<file path="src/rtl/vga_tile_pkg.sv">
// Shared constants and types for the VGA tile-fetch stage.
//   TILE_W / TILE_SH : tile edge in pixels and its log2
//   RGB_W            : pixel colour width (4:4:4)
//   CODE_W           : board-cell tile code width
//   TILE_EMPTY       : code of an empty cell
//   map_state_e      : board-map FSM states (CLEAR walks the map, RUN serves writes)
package vga_tile_pkg;

  localparam int TILE_W  = 16;
  localparam int TILE_SH = 4;
  localparam int RGB_W   = 12;
  localparam int CODE_W  = 4;

  localparam logic [CODE_W-1:0] TILE_EMPTY = 4'd0;

  typedef enum logic {
    MAP_CLEAR = 1'b0,
    MAP_RUN   = 1'b1
  } map_state_e;

endpackage

</file>
<file path="src/rtl/vga_tile_fetch_if.sv">
// Read port of the 4096x12 tile RAM.
//   ren   : read enable, qualifies raddr in the same cycle
//   raddr : {tile[3:0], ty[3:0], tx[3:0]}
//   rdata : pixel colour
// Handshake: no backpressure. When ren is high in cycle n, the RAM returns the
// word at raddr on rdata in cycle n+1. raddr is a don't-care while ren is low.
// master = fetch stage, slave = tile RAM.
interface vga_tile_fetch_if;
  import vga_tile_pkg::*;

  logic             ren;
  logic [11:0]      raddr;
  logic [RGB_W-1:0] rdata;

  modport master (output ren, output raddr, input rdata);
  modport slave  (input ren, input raddr, output rdata);

endinterface

</file>
<file path="src/rtl/vga_tile_map.sv">
// Board tile map: ROWS*COLS cells of CODE_W bits, one write port and one
// registered read port.
//   clk, rst          : clock, synchronous active-high reset
//   wen_i/wrow_i/wcol_i/wdata_i : cell write (ignored while busy or out of range)
//   rrow_i/rcol_i     : cell read address, result on rdata_o one clk later
//   rdata_o           : registered tile code (TILE_EMPTY while clearing/out of range)
//   busy_o            : high while the map is being cleared
//   state_o           : FSM state for observation
// After reset the FSM walks every cell writing TILE_EMPTY, one per clk.
module vga_tile_map
  import vga_tile_pkg::*;
#(
  parameter int ROWS = 20,
  parameter int COLS = 10
) (
  input  logic              clk,
  input  logic              rst,
  input  logic              wen_i,
  input  logic [4:0]        wrow_i,
  input  logic [3:0]        wcol_i,
  input  logic [CODE_W-1:0] wdata_i,
  input  logic [4:0]        rrow_i,
  input  logic [3:0]        rcol_i,
  output logic [CODE_W-1:0] rdata_o,
  output logic              busy_o,
  output map_state_e        state_o
);

  localparam int N     = ROWS * COLS;
  localparam int IDX_W = $clog2(N);

  logic [CODE_W-1:0] mem [N];

  map_state_e        state_q, state_d;
  logic [IDX_W-1:0]  clr_q, clr_d;
  logic              we;
  logic [IDX_W-1:0]  waddr;
  logic [CODE_W-1:0] wdata;
  logic [8:0]        wlin, rlin;
  logic              w_ok, r_ok;
  logic [CODE_W-1:0] rd_q;

  // Linear cell index row*COLS+col; range checks guard the aliasing that an
  // out-of-range column would otherwise cause into the next row.
  assign wlin = 9'(wrow_i) * 9'(COLS) + 9'(wcol_i);
  assign rlin = 9'(rrow_i) * 9'(COLS) + 9'(rcol_i);
  assign w_ok = ({1'b0, wrow_i} < 6'(ROWS)) && ({1'b0, wcol_i} < 5'(COLS));
  assign r_ok = ({1'b0, rrow_i} < 6'(ROWS)) && ({1'b0, rcol_i} < 5'(COLS));

  always_ff @(posedge clk) begin
    if (rst) begin
      state_q <= MAP_CLEAR;
      clr_q   <= '0;
    end else begin
      state_q <= state_d;
      clr_q   <= clr_d;
    end
  end

  always_comb begin
    state_d = state_q;
    clr_d   = clr_q;
    we      = 1'b0;
    waddr   = IDX_W'(wlin);
    wdata   = wdata_i;
    case (state_q)
      MAP_CLEAR: begin
        we    = 1'b1;
        waddr = clr_q;
        wdata = TILE_EMPTY;
        if (clr_q == IDX_W'(N - 1)) begin
          state_d = MAP_RUN;
          clr_d   = '0;
        end else begin
          clr_d = clr_q + 1'b1;
        end
      end
      MAP_RUN: we = wen_i && w_ok;
      default: state_d = MAP_CLEAR;
    endcase
  end

  always_ff @(posedge clk) begin
    if (we) mem[waddr] <= wdata;
  end

  // Non-blocking write means a same-cycle read of the written cell returns
  // the old contents. The board reads as empty until the clear completes.
  always_ff @(posedge clk) begin
    if (rst) begin
      rd_q <= TILE_EMPTY;
    end else if (state_q == MAP_CLEAR || !r_ok) begin
      rd_q <= TILE_EMPTY;
    end else begin
      rd_q <= mem[IDX_W'(rlin)];
    end
  end

  assign rdata_o = rd_q;
  assign busy_o  = (state_q == MAP_CLEAR);
  assign state_o = state_q;

endmodule

</file>
<file path="src/rtl/vga_tile_fetch.sv">
// Pixel-stream stage in front of the tile RAM: decodes raster position against
// the Tetris board, looks up the tile code, issues the RAM read and merges the
// returned pixel with the background into a 3-clk delayed RGB stream.
//   clk, rst                 : pixel clock, synchronous active-high reset
//   pix_x/pix_y/pix_de/pix_hs/pix_vs : raster input from VGA timing
//   map_wen/map_wrow/map_wcol/map_wdata : board-cell write port
//   map_busy                 : map clear in progress, writes ignored
//   ram                      : tile RAM read port (master side)
//   rgb_out/de_out/hs_out/vs_out : aligned output stream
//   map_state_dbg            : board-map FSM state
// Pipeline: S1 decode + map read, S2 RAM address/enable, S3 RAM data + mux.
// Build option: define VGA_TILE_BORDER_EN to draw a 4-px frame around the board.
module vga_tile_fetch
  import vga_tile_pkg::*;
#(
  parameter int               BOARD_X0   = 240,
  parameter int               BOARD_Y0   = 80,
  parameter int               BOARD_COLS = 10,
  parameter int               BOARD_ROWS = 20,
`ifdef VGA_TILE_BORDER_EN
  parameter logic [RGB_W-1:0] BORDER_RGB = 12'hFFF,
`endif
  parameter logic [RGB_W-1:0] BG_RGB     = 12'h000
) (
  input  logic              clk,
  input  logic              rst,
  input  logic [9:0]        pix_x,
  input  logic [9:0]        pix_y,
  input  logic              pix_de,
  input  logic              pix_hs,
  input  logic              pix_vs,
  input  logic              map_wen,
  input  logic [4:0]        map_wrow,
  input  logic [3:0]        map_wcol,
  input  logic [CODE_W-1:0] map_wdata,
  output logic              map_busy,
  vga_tile_fetch_if.master  ram,
  output logic [RGB_W-1:0]  rgb_out,
  output logic              de_out,
  output logic              hs_out,
  output logic              vs_out,
  output map_state_e        map_state_dbg
);

  localparam logic [9:0] X_LO = 10'(BOARD_X0);
  localparam logic [9:0] X_HI = 10'(BOARD_X0 + TILE_W * BOARD_COLS);
  localparam logic [9:0] Y_LO = 10'(BOARD_Y0);
  localparam logic [9:0] Y_HI = 10'(BOARD_Y0 + TILE_W * BOARD_ROWS);

  // S1 decode. Offsets only matter when in_board holds, so the narrow
  // subtraction never has to represent a negative value.
  logic       in_board;
  logic [7:0] dx;
  logic [8:0] dy;

  assign in_board = pix_de && (pix_x >= X_LO) && (pix_x < X_HI) &&
                    (pix_y >= Y_LO) && (pix_y < Y_HI);
  assign dx = pix_x[7:0] - X_LO[7:0];
  assign dy = pix_y[8:0] - Y_LO[8:0];

  logic [CODE_W-1:0] tile;

  vga_tile_map #(
    .ROWS (BOARD_ROWS),
    .COLS (BOARD_COLS)
  ) u_map (
    .clk     (clk),
    .rst     (rst),
    .wen_i   (map_wen),
    .wrow_i  (map_wrow),
    .wcol_i  (map_wcol),
    .wdata_i (map_wdata),
    .rrow_i  (dy[8:4]),
    .rcol_i  (dx[7:4]),
    .rdata_o (tile),
    .busy_o  (map_busy),
    .state_o (map_state_dbg)
  );

  logic       s1_de_q, s1_hs_q, s1_vs_q, s1_in_q;
  logic [3:0] s1_tx_q, s1_ty_q;

  always_ff @(posedge clk) begin
    if (rst) begin
      s1_de_q <= 1'b0;
      s1_hs_q <= 1'b1;
      s1_vs_q <= 1'b1;
      s1_in_q <= 1'b0;
      s1_tx_q <= '0;
      s1_ty_q <= '0;
    end else begin
      s1_de_q <= pix_de;
      s1_hs_q <= pix_hs;
      s1_vs_q <= pix_vs;
      s1_in_q <= in_board;
      s1_tx_q <= dx[3:0];
      s1_ty_q <= dy[3:0];
    end
  end

  // S2: the map read lands together with the S1 registers, so the RAM port
  // is driven straight from them; the RAM's own register forms the S2/S3 step.
  assign ram.ren   = s1_in_q && (tile != TILE_EMPTY);
  assign ram.raddr = {tile, s1_ty_q, s1_tx_q};

  logic s2_de_q, s2_hs_q, s2_vs_q, s2_hit_q;

  always_ff @(posedge clk) begin
    if (rst) begin
      s2_de_q  <= 1'b0;
      s2_hs_q  <= 1'b1;
      s2_vs_q  <= 1'b1;
      s2_hit_q <= 1'b0;
    end else begin
      s2_de_q  <= s1_de_q;
      s2_hs_q  <= s1_hs_q;
      s2_vs_q  <= s1_vs_q;
      s2_hit_q <= ram.ren;
    end
  end

`ifdef VGA_TILE_BORDER_EN
  localparam logic [9:0] X_BLO = 10'(BOARD_X0 - 4);
  localparam logic [9:0] X_BHI = 10'(BOARD_X0 + TILE_W * BOARD_COLS + 4);
  localparam logic [9:0] Y_BLO = 10'(BOARD_Y0 - 4);
  localparam logic [9:0] Y_BHI = 10'(BOARD_Y0 + TILE_W * BOARD_ROWS + 4);

  // Frame = enlarged rectangle minus the board itself (corners included).
  logic in_frame;
  logic s1_frame_q, s2_frame_q;

  assign in_frame = pix_de && !in_board && (pix_x >= X_BLO) && (pix_x < X_BHI) &&
                    (pix_y >= Y_BLO) && (pix_y < Y_BHI);

  always_ff @(posedge clk) begin
    if (rst) begin
      s1_frame_q <= 1'b0;
      s2_frame_q <= 1'b0;
    end else begin
      s1_frame_q <= in_frame;
      s2_frame_q <= s1_frame_q;
    end
  end
`endif

  logic [RGB_W-1:0] rgb_q;
  logic             de_q, hs_q, vs_q;

  always_ff @(posedge clk) begin
    if (rst) begin
      rgb_q <= '0;
      de_q  <= 1'b0;
      hs_q  <= 1'b1;
      vs_q  <= 1'b1;
    end else begin
      de_q <= s2_de_q;
      hs_q <= s2_hs_q;
      vs_q <= s2_vs_q;
      if (!s2_de_q)      rgb_q <= '0;
      else if (s2_hit_q) rgb_q <= ram.rdata;
`ifdef VGA_TILE_BORDER_EN
      else if (s2_frame_q) rgb_q <= BORDER_RGB;
`endif
      else               rgb_q <= BG_RGB;
    end
  end

  assign rgb_out = rgb_q;
  assign de_out  = de_q;
  assign hs_out  = hs_q;
  assign vs_out  = vs_q;

endmodule
</file>
<file path="src/flat_wrapper.sv">
// flat-port wrapper written by rule: the top's interface ports become plain ports
module vga_tile_fetch_flat import vga_tile_pkg::*;
#(
  parameter int               BOARD_X0   = 240,
  parameter int               BOARD_Y0   = 80,
  parameter int               BOARD_COLS = 10,
  parameter int               BOARD_ROWS = 20,

  parameter logic [RGB_W-1:0] BG_RGB     = 12'h000
)
  (clk, rst, pix_x, pix_y, pix_de, pix_hs, pix_vs, map_wen, map_wrow, map_wcol, map_wdata, map_busy, rgb_out, de_out, hs_out, vs_out, map_state_dbg, ram_ren, ram_raddr, ram_rdata);
  vga_tile_fetch_if ram_i ();
  input  logic clk;
  input  logic rst;
  input  logic [9:0] pix_x;
  input  logic [9:0] pix_y;
  input  logic pix_de;
  input  logic pix_hs;
  input  logic pix_vs;
  input  logic map_wen;
  input  logic [4:0] map_wrow;
  input  logic [3:0] map_wcol;
  input  logic [CODE_W-1:0] map_wdata;
  output logic map_busy;
  output logic [RGB_W-1:0] rgb_out;
  output logic de_out;
  output logic hs_out;
  output logic vs_out;
  output map_state_e map_state_dbg;
  output wire logic [$bits(ram_i.ren)-1:0] ram_ren;
  output wire logic [$bits(ram_i.raddr)-1:0] ram_raddr;
  input wire logic [$bits(ram_i.rdata)-1:0] ram_rdata;
  assign ram_ren = ram_i.ren;
  assign ram_raddr = ram_i.raddr;
  assign ram_i.rdata = ram_rdata;
  vga_tile_fetch #(.BOARD_X0(BOARD_X0), .BOARD_Y0(BOARD_Y0), .BOARD_COLS(BOARD_COLS), .BOARD_ROWS(BOARD_ROWS), .BG_RGB(BG_RGB)) u_core (.clk(clk), .rst(rst), .pix_x(pix_x), .pix_y(pix_y), .pix_de(pix_de), .pix_hs(pix_hs), .pix_vs(pix_vs), .map_wen(map_wen), .map_wrow(map_wrow), .map_wcol(map_wcol), .map_wdata(map_wdata), .map_busy(map_busy), .ram(ram_i), .rgb_out(rgb_out), .de_out(de_out), .hs_out(hs_out), .vs_out(vs_out), .map_state_dbg(map_state_dbg));
endmodule
</file>
<file path="config.mk">
export PLATFORM = sky130hd
export DESIGN_NAME = vga_tile_fetch_flat
export DESIGN_NICKNAME = d
export VERILOG_FILES = /design/src/rtl/vga_tile_pkg.sv /design/src/rtl/vga_tile_fetch_if.sv /design/src/rtl/vga_tile_map.sv /design/src/rtl/vga_tile_fetch.sv /design/src/flat_wrapper.sv
export SDC_FILE = /design/constraint.sdc
export NUM_CORES = 1
export LEC_CHECK = 0
export ABC_AREA = 1
export CAP_MARGIN = 20
export CELL_PAD_IN_SITES_DETAIL_PLACEMENT = 0
export CELL_PAD_IN_SITES_GLOBAL_PLACEMENT = 1
export CORE_MARGIN = 3
export CORE_UTILIZATION = 50
export DETAILED_ROUTE_END_ITERATION = 6
export PLACE_DENSITY_LB_ADDON = 0.1
export SYNTH_ARGS = -nofsm -noshare
export SYNTH_HDL_FRONTEND = slang
export SYNTH_SLANG_ARGS = --single-unit
</file>
<file path="constraint.sdc">
create_clock -name clk -period 4.2 [get_ports clk]
set_clock_uncertainty 0.1 [all_clocks]
set_input_delay 0.84 -clock clk [delete_from_list [all_inputs] [get_ports clk]]
set_output_delay 0.84 -clock clk [all_outputs]
set_load 0.01 [all_outputs]
</file>
# Word level (Yosys, flattened, before mapping)
# Memory sizes are Yosys's and may differ from the RTL's. A register that Yosys moved wholly into a read port is not among the register bits.
# Index checks and enable logic that the tools add are counted.
[totals]
register_bits = 40
mem_bits_rw = 800
out_inout_bits = 30
mem_count = 1
[mem_list]
columns = ["memory", "depth", "width", "rd", "rd_clocked_by_memory_dff", "write_ports", "line", "text"]
rows = [
  ["u_core.u_map.mem", 200, 4, 1, 1, 1, "vga_tile_map.sv:32", "logic [CODE_W-1:0] mem [N];"],
]
[op_classes]
add_sub_neg = 5
n_mul = 2
n_lt_le_gt_ge = 8
eq_ne = 1
mux = 8
bitwise_logic = 3
n_reduce_logical = 13
[op_table]
columns = ["operator", "count"]
rows = [
  ["$lt A10 B9 Y1 const B", 2],
  ["$add A8 B4 Y8", 2],
  ["$mux W8", 2],
  ["$mul A5 B3 Y7 const B", 2],
  ["$ge A10 B7 Y1 const B", 1],
  ["$ge A10 B8 Y1 const B", 1],
  ["$lt A5 B5 Y1 const B", 2],
  ["$sub A9 B7 Y9 const B", 1],
  ["$add A8 B1 Y8 const B", 1],
  ["$eq A8 B8 Y1 const B", 1],
  ["$logic_and A1 B1 Y1", 8],
  ["$lt A4 B4 Y1 const B", 2],
  ["$sub A8 B8 Y8 const B", 1],
  ["$mux W1", 4],
  ["$mux W4", 1],
  ["$reduce_bool A4 Y1", 1],
  ["$not A1 Y1", 3],
  ["$reduce_or A3 Y1", 1],
  ["$pmux W1 S2", 1],
  ["$reduce_or A2 Y1", 1],
  ["$logic_not A1 Y1", 1],
  ["$logic_or A1 B1 Y1", 1],
]

# Logic depth before layout (Yosys ltp)
[depth]
word_depth = 6
ltp_mapped = 20
ltp_nobuf = 19

# By module
# A second synthesis with hierarchy kept.
[unflattened]
cells_unflattened = 3295
hier_area_um2 = 35725.5
[modules_own_cells]
columns = ["mod", "instances", "cells_per_inst", "area_per_inst_um2"]
rows = [
  ["vga_tile_map", 1, 3157, 34581.9],
  ["vga_tile_fetch", 1, 138, 1143.6],
]

# Least setup slack after synthesis
# OpenSTA, ideal clock, no wires.
[synth_path]
kind = "register to register"
from = "register u_core.u_map.state_q, in the netlist u_core.u_map.state_o"
to = "memory u_core.u_map.mem[0][0] (data pin)"
setup_ps = 648
t_arrival_ps = 3231
setup_slack_ps = 222
path_stages_with_launch = 5
path_buffers = 2
synth_period_minus_slack_ps = 3978
path_cell_list = "dfxtp_1 buf_2 buf_1 nand2_1 inv_1"
[synth_between]
elab_chain_len = 1
[synth_rtl]
columns = ["element", "line", "text"]
rows = [
  ["from (decl)", "vga_tile_map.sv:34", "map_state_e state_q, state_d;"],
  ["from (signal assigned)", "vga_tile_map.sv:55", "state_q <= state_d;"],
  ["$mux W4", "vga_tile_map.sv:66", "case (state_q)"],
  ["net u_core.u_map.wdata[0]", "vga_tile_map.sv:38", "logic [CODE_W-1:0] wdata;"],
  ["to (decl)", "vga_tile_map.sv:32", ""],
]
# The timed path passes the listed nets, and every way through them passes these cells.

# Worst setup path in the final report
[layout_path]
from = "input port pix_y[4]"
to = "register u_core.u_map.rd_q[3], in the netlist u_core.u_map.rdata_o[3], read port of u_core.u_map.mem"
[layout_between]
elab_chain_len = 6
elab_cells_between_ends = 8
classes_between = "2 x add/sub; 1 x mul; 1 x order compare; 4 x reduce/logical"
[layout_rtl]
columns = ["element", "line", "text"]
rows = [
  ["from (decl)", "flat_wrapper.sv:16", "input logic [9:0] pix_y;"],
  ["$sub A9 B7 Y9 (*)", "vga_tile_fetch.sv:59", "assign dy = pix_y[8:0] - Y_LO[8:0];"],
  ["branches (longest 5 deep; another with $add A8 B4 Y8)", "n/a", ""],
  ["to (decl)", "vga_tile_map.sv:41", "logic [CODE_W-1:0] rd_q;"],
]
# Every way passes the cells marked *.
# A chain may end at the register's enable or synchronous reset.

==> results.md <==
- DR iter-0 viols: 2279
- Vias per inst: about 5.5
- CP required: 4.59 ns
- Finished Core Util: 0.597
- Power density over the cells: about 470 mW/mm^2
- Finished Cell Area: 0.0420 sq mm
- Routed length on met2: between 40 and 50 mm
- Predominant post-synthesis flop cell: edfxtp_1
- Post-Syn Area: between 0.03 and 0.04 sq mm
- Worst-margin pin slew: around 1.1 ns
- Crit path capture type: register
- Status: complete, no violations
- Post-synth EDFFs: 800
- FFs w/ async S/R, synth: 0
- HP Class: reg -> reg
- Clk_lat worst skew: 0.64 ns
- Final ANT Viol Nets: 0
- Sum Neg Setup Slack: 0 ns
- Setup WS pre-CTS: -0.274 ns
- # DRC: 0
- Hold Vio Cnt, Final: 0
- Total Nets Final: 3596
- Startpoint Class: input port
- Post-CTS setup buffer count: 0
- Syn avg cell area: approximately 11 sq um
- Initial core utilization: 0.508
- CTS tree: built
- Area contributors post-synth: edfxtp_1 (67%), nor2_1 (7.4%), nand2_1 (6.6%)
- Post-synth top cells: edfxtp_1 (800), nor2_1 (700), nand2_1 (627), nand3_1 (403), o21ai_0 (236)
- Post-route setup slack: ~0.32 ns
- Syn nets: 3390
- Post-CTS Hold Buffers: 0
- Crit-path max FO: 4
- Via count: approximately 25000
- Synth top area share: 0.672
- CTS Buf Count: between 80 and 90
- Layout area overhead: 17.5%
- Distinct cells, synth: 38
- Row count: between 90 and 100
- Final Setup Violations: 0
- Max_cap viols: 0
- Initial antenna violation count: 2
- Fillers: about 5900
- Setup Crit Path Kind: in -> reg
- Worst Path Arrival: ~4.3 ns
- Slew Limit Headroom: 0.263
- Io pins: between 80 and 90
- Post-Route WL: 96.5 mm
- Root Buffer: clkbuf_16
- Clk slew on worst S/H paths: around 0.060 ns
- Final slew viol count: 0
- Reg area: between 0.02 and 0.025 sq mm
- Gpl congestion: around 0.9
- Area occupied by multi-input gates: about 0.0094 sq mm
- Leak pwr: around 16 nW
- Max Freq: between 0.2 and 0.3 GHz
- Die Wd: ~270 um
- Remaining Overflow, GRT: 0
- Largest area contributor in the netlist: edfxtp_1
- Share of layout cells above drive strength 1: 0.111
- Gr usage total: 0.259
- Synth Warn #: 0
- Crit path time final: ~3.9 ns
- Vias in the first global route: between 20000 and 25000
- Yosys reg bits: around 840
- Die area: roughly 0.075 sq mm
- Placed insts: 4369
- Routed wire length on met3: around 6.4 mm
- CTS Sinks: between 800 and 900
- Core area: 0.0704 sq mm
- Placed instance area: 0.0391 sq mm
- Antenna Cells: 0
- CP max stage delay: roughly 0.5 ns
- CTS max path bufs: 3
- Cell with the most instances after synthesis: edfxtp_1
- # port buffers: 80
- DRT Pass-1 Iters: 6
- CTS H-tree lvls: 3
- Top layer in use: met4
- Post-DP HPWL: 57.8 mm
- Crit-path slowest cell: fa_1
- Peak VDD IR: a little over 400 uV
- Wire length per cell: ~21 um
- Syn Inst Count: 3312
- CP Cell Sequence: clkdlybuf4s50_1 > inv_1 > ha_1 > o21ai_0 > xor2_1 > ha_1 > fa_1 > inv_1 > xor2_1 > inv_1 > buf_4 > nand3_1 > nand3_1 > nand3_1 > a21oi_1
- Metal-1 WL: ~40 mm
- Period utilisation layout: 0.924
- Largest net degree at the start of global routing: just over 200
- Post-Layout Cell Count: around 4500
- Chip Height: around 270 um
- RSZ-0062 raised after global routing: no
- Register area share after synthesis: 0.697
- Resized cells post-CTS: 0
- First-pass GRT wire length: 146 mm
[routing by layer]
| metal | vias to the layer above | GRT usage |
|---|---|---|
| li1 | 11700 | - |
| met1 | 12100 | 0.352 |
| met2 | 877 | 0.438 |
| met3 | 169 | 0.0361 |
| met4 | 0 | 0.0758 |
| met5 | - | 0 |
[cell usage in the layout (no fill, tap or decap), types with 10 or more instances in the layout]
cell type	n
a21oi_1	18
buf_12	32
buf_4	209
clkbuf_1	17
clkbuf_16	92
clkdlybuf4s50_1	79
clkinv_1	16
clkinv_2	14
dfxtp_1	44
edfxtp_1	800
ha_1	22
inv_1	140
nand2_1	627
nand3_1	403
nor2_1	700
nor3_1	10
o211ai_1	28
o21ai_0	236
xor2_1	10
[state kept, by name (all words and copies together), names as in the netlist]
register	cells
u_core.rgb_out	12
u_core.u_map.rdata_o	4
u_core.s2_hs_q	1
u_core.s2_hit_q	1
u_core.s1_de_q	1
u_core.s1_tx_q	4
u_core.s1_ty_q	4
u_core.de_out	1
u_core.hs_out	1
u_core.u_map.mem	800
u_core.s2_vs_q	1
u_core.s2_de_q	1
u_core.vs_out	1
u_core.s1_vs_q	1
u_core.u_map.state_o	1
u_core.s1_in_q	1
u_core.s1_hs_q	1
u_core.u_map.clr_q	8
[area by class of cell]
class	instances	area share
multi-input cells	2115	0.224
clock buffers	116	0.0586
flip-flops and latches	844	0.593
well taps	940	0.0280
inverters	149	0.0141
repair buffers	321	0.0718
clock inverters	43	0.0102
[kinds of logic (layout without fill, tap and decap cells)]
logic type,Yosys count,in the layout,synth area share
flops,844,844,0.697
compound gates,303,303,0.0459
xor+xnor,16,16,0.00392
simple gates,1767,1767,0.202
buf+inv,353,629,0.0407
mux,2,2,0.000560
fa+ha+maj,27,27,0.0103
[report_power, final]
| group | switching (W) | leakage, nW | internal, W |
|---|---|---|---|
| logic | 0.00198 | 6.44 | 0.00102 |
| registers | 0.00000701 | 8.30 | 0.00909 |
| clock network | 0.00315 | 1.42 | 0.00461 |
[worst paths after layout]
check,startpoint,endpoint,slack (ns),cells after the start
max,pix_y[4],u_core.u_map.rdata_o[3]$_SDFF_PP0_,0.32,15
min,u_core.s1_de_q$_SDFF_PP0_,u_core.s2_de_q$_SDFF_PP0_,0.31,2
max reg2reg,u_core.u_map.state_o$_SDFF_PP0_,u_core.u_map.mem[80][3]$_DFFE_PP_,1.55,8
min reg2reg,u_core.s1_de_q$_SDFF_PP0_,u_core.s2_de_q$_SDFF_PP0_,0.31,2
[through the flow]
stage	hold WS, ns	power, W
floorplan	0.288	0.0110
global placement	0.297	0.0122
detailed placement	0.298	0.0123
CTS	0.313	0.0200
global route	0.325	0.0205
finish	0.311	0.0199
[critical path: cells and delay by family]
family	cells	cell delay [ns]
buffers and inverters	5	1.10
adders and majority gates	3	1.02
xor gates and xnor gates	2	0.60
and+or+nand+nor	3	0.37
AOI/OAI and AO/OA	2	0.33
(Power assumes the default switching activity.)
